## src/rtl/viterbi_frame_sched.sv

```systemverilog
// ---------------------------------------------------------------------------
// viterbi_frame_sched
//
// Frame-level scheduler for the Viterbi decoder datapath (branch metric,
// add-compare-select, survivor memory, traceback). One frame is in flight at
// a time. Symbols are accepted over a valid/ready handshake and walk through
// a two-stage enable pipeline (en_brch -> en_add -> en_mem). Each accepted
// symbol produces exactly one survivor-memory write. Traceback then reads the
// survivor memory from the newest address down to 0, one decoded bit per
// downstream handshake.
//
// Parameters
//   FRAME_LEN  coded symbols per frame (>= 2); also the traceback length
//   ADDR_W     survivor-memory address width, 2**ADDR_W >= FRAME_LEN
//
// Ports
//   clk        rising-edge clock
//   rst_n      asynchronous active-low reset
//   start      begin a frame (sampled only while idle)
//   sym_valid  coded symbol available from the source
//   sym_ready  scheduler accepts a symbol this cycle
//   en_brch    branch-metric stage enable (same cycle as acceptance)
//   en_add     ACS stage enable (en_brch delayed one cycle)
//   en_mem     survivor-memory write enable (en_add delayed one cycle)
//   en_tbck    traceback enable
//   wr_addr    survivor write address, valid while en_mem=1
//   rd_addr    survivor read address, valid while en_tbck=1
//   dec_valid  decoded bit available from traceback
//   dec_ready  downstream consumes the decoded bit
//   busy       high whenever the scheduler is not idle
//   done       one-cycle pulse when a frame completes
//
// Optional feature, enabled by defining VITERBI_SCHED_ABORT_EN:
//   abort      request to drop the current frame (ignored while idle)
//   aborted    one-cycle pulse in the cycle the abort is taken
//
// state | meaning
// ------+--------------------------------------------------------------
// IDLE  | waiting for start; all enables low
// LOAD  | accepting FRAME_LEN symbols, pipeline enables follow acceptance
// FLUSH | no more symbols; waiting for the last writes to drain
// TBCK  | traceback, one decoded bit per dec_valid & dec_ready
// DONE  | one-cycle completion pulse, then back to IDLE
// ---------------------------------------------------------------------------
module viterbi_frame_sched #(
    parameter int FRAME_LEN = 12,
    parameter int ADDR_W    = 4
) (
    input  logic              clk,
    input  logic              rst_n,
    input  logic              start,
    input  logic              sym_valid,
    output logic              sym_ready,
    output logic              en_brch,
    output logic              en_add,
    output logic              en_mem,
    output logic              en_tbck,
    output logic [ADDR_W-1:0] wr_addr,
    output logic [ADDR_W-1:0] rd_addr,
    output logic              dec_valid,
    input  logic              dec_ready,
    output logic              busy,
    output logic              done
`ifdef VITERBI_SCHED_ABORT_EN
    ,
    input  logic              abort,
    output logic              aborted
`endif
);

    localparam logic [2:0] S_IDLE  = 3'd0;
    localparam logic [2:0] S_LOAD  = 3'd1;
    localparam logic [2:0] S_FLUSH = 3'd2;
    localparam logic [2:0] S_TBCK  = 3'd3;
    localparam logic [2:0] S_DONE  = 3'd4;

    // sym_cnt is one bit wider than the address so it can hold FRAME_LEN
    // itself when 2**ADDR_W == FRAME_LEN.
    localparam logic [ADDR_W:0]   FRAME_CNT = (ADDR_W+1)'(FRAME_LEN);
    localparam logic [ADDR_W:0]   LAST_CNT  = (ADDR_W+1)'(FRAME_LEN - 1);
    localparam logic [ADDR_W-1:0] LAST_ADDR = ADDR_W'(FRAME_LEN - 1);

    logic [2:0]      state;
    logic [2:0]      state_nxt;
    logic [ADDR_W:0] sym_cnt;
    logic            abort_req;
    logic            accept;
    logic            last_sym;
    logic            pipe_empty;
    logic            dec_hs;
    logic            frame_start;

`ifdef VITERBI_SCHED_ABORT_EN
    assign abort_req = abort && (state != S_IDLE);
    assign aborted   = abort_req;
`else
    assign abort_req = 1'b0;
`endif

    // ------------------------------------------------------------------
    // Handshakes and status decode
    // ------------------------------------------------------------------
    // sym_ready is withheld during an abort so no symbol is acknowledged
    // that the datapath will never see written.
    assign sym_ready   = (state == S_LOAD) && (sym_cnt < FRAME_CNT) && !abort_req;
    assign accept      = sym_valid && sym_ready;
    assign en_brch     = accept;
    assign last_sym    = accept && (sym_cnt == LAST_CNT);
    assign pipe_empty  = !en_add && !en_mem;
    assign frame_start = (state == S_IDLE) && start;

    assign en_tbck     = (state == S_TBCK);
    assign dec_valid   = (state == S_TBCK);
    assign dec_hs      = dec_valid && dec_ready;
    assign busy        = (state != S_IDLE);
    assign done        = (state == S_DONE);

    // ------------------------------------------------------------------
    // Next-state logic; abort overrides every other transition.
    // ------------------------------------------------------------------
    always_comb begin
        state_nxt = state;
        if (abort_req) begin
            state_nxt = S_IDLE;
        end else begin
            case (state)
                S_IDLE:  if (start)      state_nxt = S_LOAD;
                S_LOAD:  if (last_sym)   state_nxt = S_FLUSH;
                S_FLUSH: if (pipe_empty) state_nxt = S_TBCK;
                S_TBCK:  if (dec_hs && (rd_addr == '0)) state_nxt = S_DONE;
                S_DONE:  state_nxt = S_IDLE;
                default: state_nxt = S_IDLE;
            endcase
        end
    end

    always_ff @(posedge clk or negedge rst_n) begin
        if (!rst_n) begin
            state <= S_IDLE;
        end else begin
            state <= state_nxt;
        end
    end

    // ------------------------------------------------------------------
    // Enable pipeline. Bubbles in sym_valid simply travel through as
    // zeros; outside LOAD/FLUSH the stages are held clear so a partial
    // frame can never leak a write into the next one.
    // ------------------------------------------------------------------
    always_ff @(posedge clk or negedge rst_n) begin
        if (!rst_n) begin
            en_add <= 1'b0;
            en_mem <= 1'b0;
        end else if (((state == S_LOAD) || (state == S_FLUSH)) && !abort_req) begin
            en_add <= accept;
            en_mem <= en_add;
        end else begin
            en_add <= 1'b0;
            en_mem <= 1'b0;
        end
    end

    // ------------------------------------------------------------------
    // Symbol counter and survivor write address. Both restart only when
    // a new frame begins; wr_addr advances after each write so it reads
    // 0..FRAME_LEN-1 across the FRAME_LEN writes of a frame.
    // ------------------------------------------------------------------
    always_ff @(posedge clk or negedge rst_n) begin
        if (!rst_n) begin
            sym_cnt <= '0;
        end else if (frame_start) begin
            sym_cnt <= '0;
        end else if (accept) begin
            sym_cnt <= sym_cnt + (ADDR_W+1)'(1);
        end
    end

    always_ff @(posedge clk or negedge rst_n) begin
        if (!rst_n) begin
            wr_addr <= '0;
        end else if (frame_start) begin
            wr_addr <= '0;
        end else if (en_mem && !abort_req) begin
            wr_addr <= wr_addr + ADDR_W'(1);
        end
    end

    // ------------------------------------------------------------------
    // Traceback read address: loaded with the newest write on entry to
    // TBCK, steps down only when the decoded bit is taken. The handshake
    // at address 0 ends the frame, so it never decrements past 0.
    // ------------------------------------------------------------------
    always_ff @(posedge clk or negedge rst_n) begin
        if (!rst_n) begin
            rd_addr <= '0;
        end else if (abort_req) begin
            rd_addr <= '0;
        end else begin
            case (state)
                S_FLUSH: if (pipe_empty) rd_addr <= LAST_ADDR;
                S_TBCK:  if (dec_hs && (rd_addr != '0)) rd_addr <= rd_addr - ADDR_W'(1);
                S_DONE:  rd_addr <= '0;
                default: rd_addr <= rd_addr;
            endcase
        end
    end

endmodule
```

## config.mk

```make
export PLATFORM = sky130hd
export DESIGN_NAME = viterbi_frame_sched
export DESIGN_NICKNAME = d
export VERILOG_FILES = /design/src/rtl/viterbi_frame_sched.sv
export SDC_FILE = /design/constraint.sdc
export NUM_CORES = 1
export LEC_CHECK = 0
export CAP_MARGIN = 20
export CORE_MARGIN = 2
export CORE_UTILIZATION = 50
export CTS_CLUSTER_SIZE = 24
export DETAILED_ROUTE_END_ITERATION = 10
export PLACE_DENSITY_LB_ADDON = 0.08
export SYNTH_ARGS = -nofsm -noshare
export SYNTH_HDL_FRONTEND = slang
export SYNTH_SLANG_ARGS = --single-unit
```

## constraint.sdc

```tcl
create_clock -name clk -period 1.5 [get_ports clk]
set_clock_uncertainty 0.05 [all_clocks]
set_input_delay 0.375 -clock clk [delete_from_list [all_inputs] [get_ports clk]]
set_output_delay 0.375 -clock clk [all_outputs]
set_load 0.02 [all_outputs]
```

==> run metrics <==
vias per cell 5.43; Slew Limit Fails 0; DP Wirelength between 1500 and 2000 µm; WP data required between 1 and 1.5 ns; Num CTS Buffers 3; Arr. time, crit path around 1.3 ns; total grt overflow 0; die area about 2400 µm²; share of layout cells above drive strength 1 between 40% and 50%; CTS tree done; Ys Warns 0; final hold slack 0.343 ns; failing checks negative setup slack; Final Hold Vio Count 0; Port Buf Inserts 20; vias in the first global route about 900; # rows 16; Setup Viol. Count Final 10; Syn-to-layout area delta 49.9%; mapped cell area slightly above 1000 µm²; headroom to the max-slew limit between 70% and 80%; crit path launch type register; largest net degree at the start of global routing 19; Final min period about 1.7 ns; Yosys reg bits 18; WL per Instance between 10 and 15 µm; Crit. End Element primary output; slowest CP cell dfrtp_1; drt pass-1 iters 4; hold crit path type in -> async; adder-cell share of the synthesized area approximately 5%; Die Wd between 40 and 50 µm; placed cell count 156; WS Path Type reg -> out; CORE AREA ~2000 µm²; insertion delay to the later sink of the worst-skew pair ~0.3 ns; largest family of logic cells by synthesized area simple AND/OR/NAND/NOR gates; outcome finished with violations; Clk pin slew, worst setup/hold paths approximately 0.10 ns; initial antenna violation count 0; fin crit share 116%; buffer and inverter count on the worst path 1; Least-Margin Pin Slew 0.327 ns; multiplexer share of the synthesized area 2.93%; clk root buf clkbuf_4; Detailed Route WL around 2600 µm; Synth Area in Compound Gates 14.7%; Final Power 0.00299 W; Reg2Reg Depth 7; Multi-input gate area 553 µm²; Crit Reg-Reg Startpoint state[2]$_DFFE_PN0P_; Peak VDD IR roughly 1400 µV; R2R Path End rd_addr[1]$_DFFE_PN0P_; Yosys cell types 36; die height roughly 49 µm; Post-DRT Antenna Nets 0; register area share after synthesis a little over two fifths; fin worst setup slack -0.244 ns; Reg area 454 µm²; wire length of the first global-routing pass a little under 4000 µm; worst-path cell chain nand2b_4 -> and4b_1 -> buf_6; Fill cells approximately 130; PwrDens roughly 1900 nW/µm²; gpl congestion roughly 0.80; Synth area leader dfrtp_1; hold_buf cts 0; synthesized area per cell 10.5 µm²; MaxCap Viol Count 0; R2R setup slack -0.08 ns; Crit Path Max Fanout 4; clock sink count 18; GRT Util Overall between 20% and 30%; leakage power roughly 0.7 nW; Initial Utilization about 53%; drt drc 0; H-tree depth 1; clk buf depth 2; Top delay family on crit path simple AND/OR/NAND/NOR gates; Cell Count, Final, Fillers Out roughly 180; Post-Synth XOR/XNOR Area ~4.3%; ANT cells 0; Worst path max stage delay 0.43 ns; syn_nets roughly 110; I/O pins 21; RSZ-0062 raised after global routing true; fmax roughly 0.57 GHz; post-synthesis cell count 98; simple-gate portion of the synthesized area between 20% and 30%; Area contributors post-synth dfrtp_1 44%, ha_1 4.9%, nor2_1 3.7%; share of the synthesized area in the top cell type between 40% and 50%; final design utilization about four fifths; Final Net Count approximately 160; via count 951; Iteration-0 DRC Markers 12
==> registers in the layout (all words and copies together) (netlist names) <==
name	count
rd_addr	4
wr_addr	4
sym_cnt	5
en_add	1
state	3
en_mem	1
==> final cells by class <==
| cell class | count | area share, % |
|---|---|---|
| inverters | 6 | 1.47 |
| clock buffers | 3 | 1.47 |
| well taps | 27 | 2.20 |
| multi-input cells | 69 | 36.0 |
| flip-flops and latches | 18 | 29.6 |
| repair buffers | 52 | 29.3 |
==> layout by cell type (no fill, tap or decap), drive strengths merged, types with 4 or more instances in the layout <==
cell           count
a21oi              5
dlygate4sd2        6
clkbuf             4
dfrtp             18
o21ai              4
a31oi              4
nand2              7
clkdlybuf4s50      4
inv                6
buf               38
nor2              11
ha                 4
o21a               4
==> metal layers <==
layer,up-vias,track usage (%),wire (µm)
li1,451,-,-
met1,477,26.6,1140
met2,17,33.8,1310
met3,6,3.99,100
met4,0,11.0,60
met5,-,0,0
==> worst reg2reg max path, stage by stage, from the launching register on <==
cell	delay (ns)
dfrtp_1	0.43
buf_4	0.17
nor3b_4	0.15
buf_4	0.13
buf_6	0.11
a31oi_4	0.19
a21oi_2	0.07
o21a_1	0.18
==> report_power, final <==
part	total, W	switching, W	internal, W
Sequential	0.000870	0.000184	0.000686
Clock	0.000246	0.000153	0.0000938
Combinational	0.00187	0.000919	0.000952
Total	0.00299	0.00126	0.00173
==> repair_timing <==
action                                  4_1_cts  5_1_grt
endpoints found under the setup margin       20       17
setup buffers                                 8       10
hold endpoints to repair                      0        0
pin swaps                                     3       14
gates resized for setup                      50       20
==> kinds of logic (layout without fill, tap and decap cells) <==
| logic type | Yosys count | after routing |
|---|---|---|
| and+or+nand+nor | 35 | 35 |
| xor gates and xnor gates | 5 | 5 |
| buffers and inverters | 11 | 61 |
| muxes | 3 | 3 |
| adders and majority gates | 4 | 4 |
| AOI/OAI and AO/OA | 22 | 22 |
| DFF | 18 | 18 |
==> stage by stage <==
| stage | area (µm²) | worst slack [ns] | TNS (ns) |
|---|---|---|---|
| floorplan | 1020 | 0.0232 | 0 |
| global placement | 1330 | -0.585 | -3.03 |
| detailed placement | 1330 | -0.615 | -3.38 |
| CTS | 1420 | -0.238 | -1.09 |
| global route | 1540 | -0.284 | -2.13 |
| finish | 1540 | -0.244 | -1.50 |
==> cells in the mapped netlist <==
cell / instances
inv_1: 6
nor2_1: 10
a21oi_2: 1
ha_1: 4
o31ai_1: 1
a211oi_1: 2
buf_4: 1
and3b_1: 1
o21bai_1: 1
nor4b_1: 1
and4bb_2: 1
a41oi_2: 1
nor2b_1: 2
nand2b_4: 1
o21ai_0: 4
and4b_1: 2
nor2_4: 1
a31oi_1: 4
nand4_1: 2
or2_2: 1
xnor2_1: 2
dfrtp_1: 18
nand2_1: 6
o21a_1: 4
mux2i_1: 3
clkbuf_2: 1
nand2b_1: 1
nand3b_1: 1
or3b_1: 1
xor2_1: 3
a21oi_1: 4
or3_4: 1
buf_6: 3
nor3b_4: 1
and3_1: 1
nand2_2: 1
==> worst max path at each step <==
stage | slack, ns | end | from | cells after the start
finish | -0.24 | en_brch | state[2]$_DFFE_PN0P_ | 3
floorplan | 0.02 | state[0]$_DFFE_PN0P_ | rd_addr[0]$_DFFE_PN0P_ | 6
CTS | -0.24 | done | state[0]$_DFFE_PN0P_ | 3
global route | -0.28 | en_brch | state[2]$_DFFE_PN0P_ | 3
detailed placement | -0.61 | en_brch | sym_valid | 3
global placement | -0.59 | en_brch | sym_valid | 3
Power figures use the tool's default switching activity.
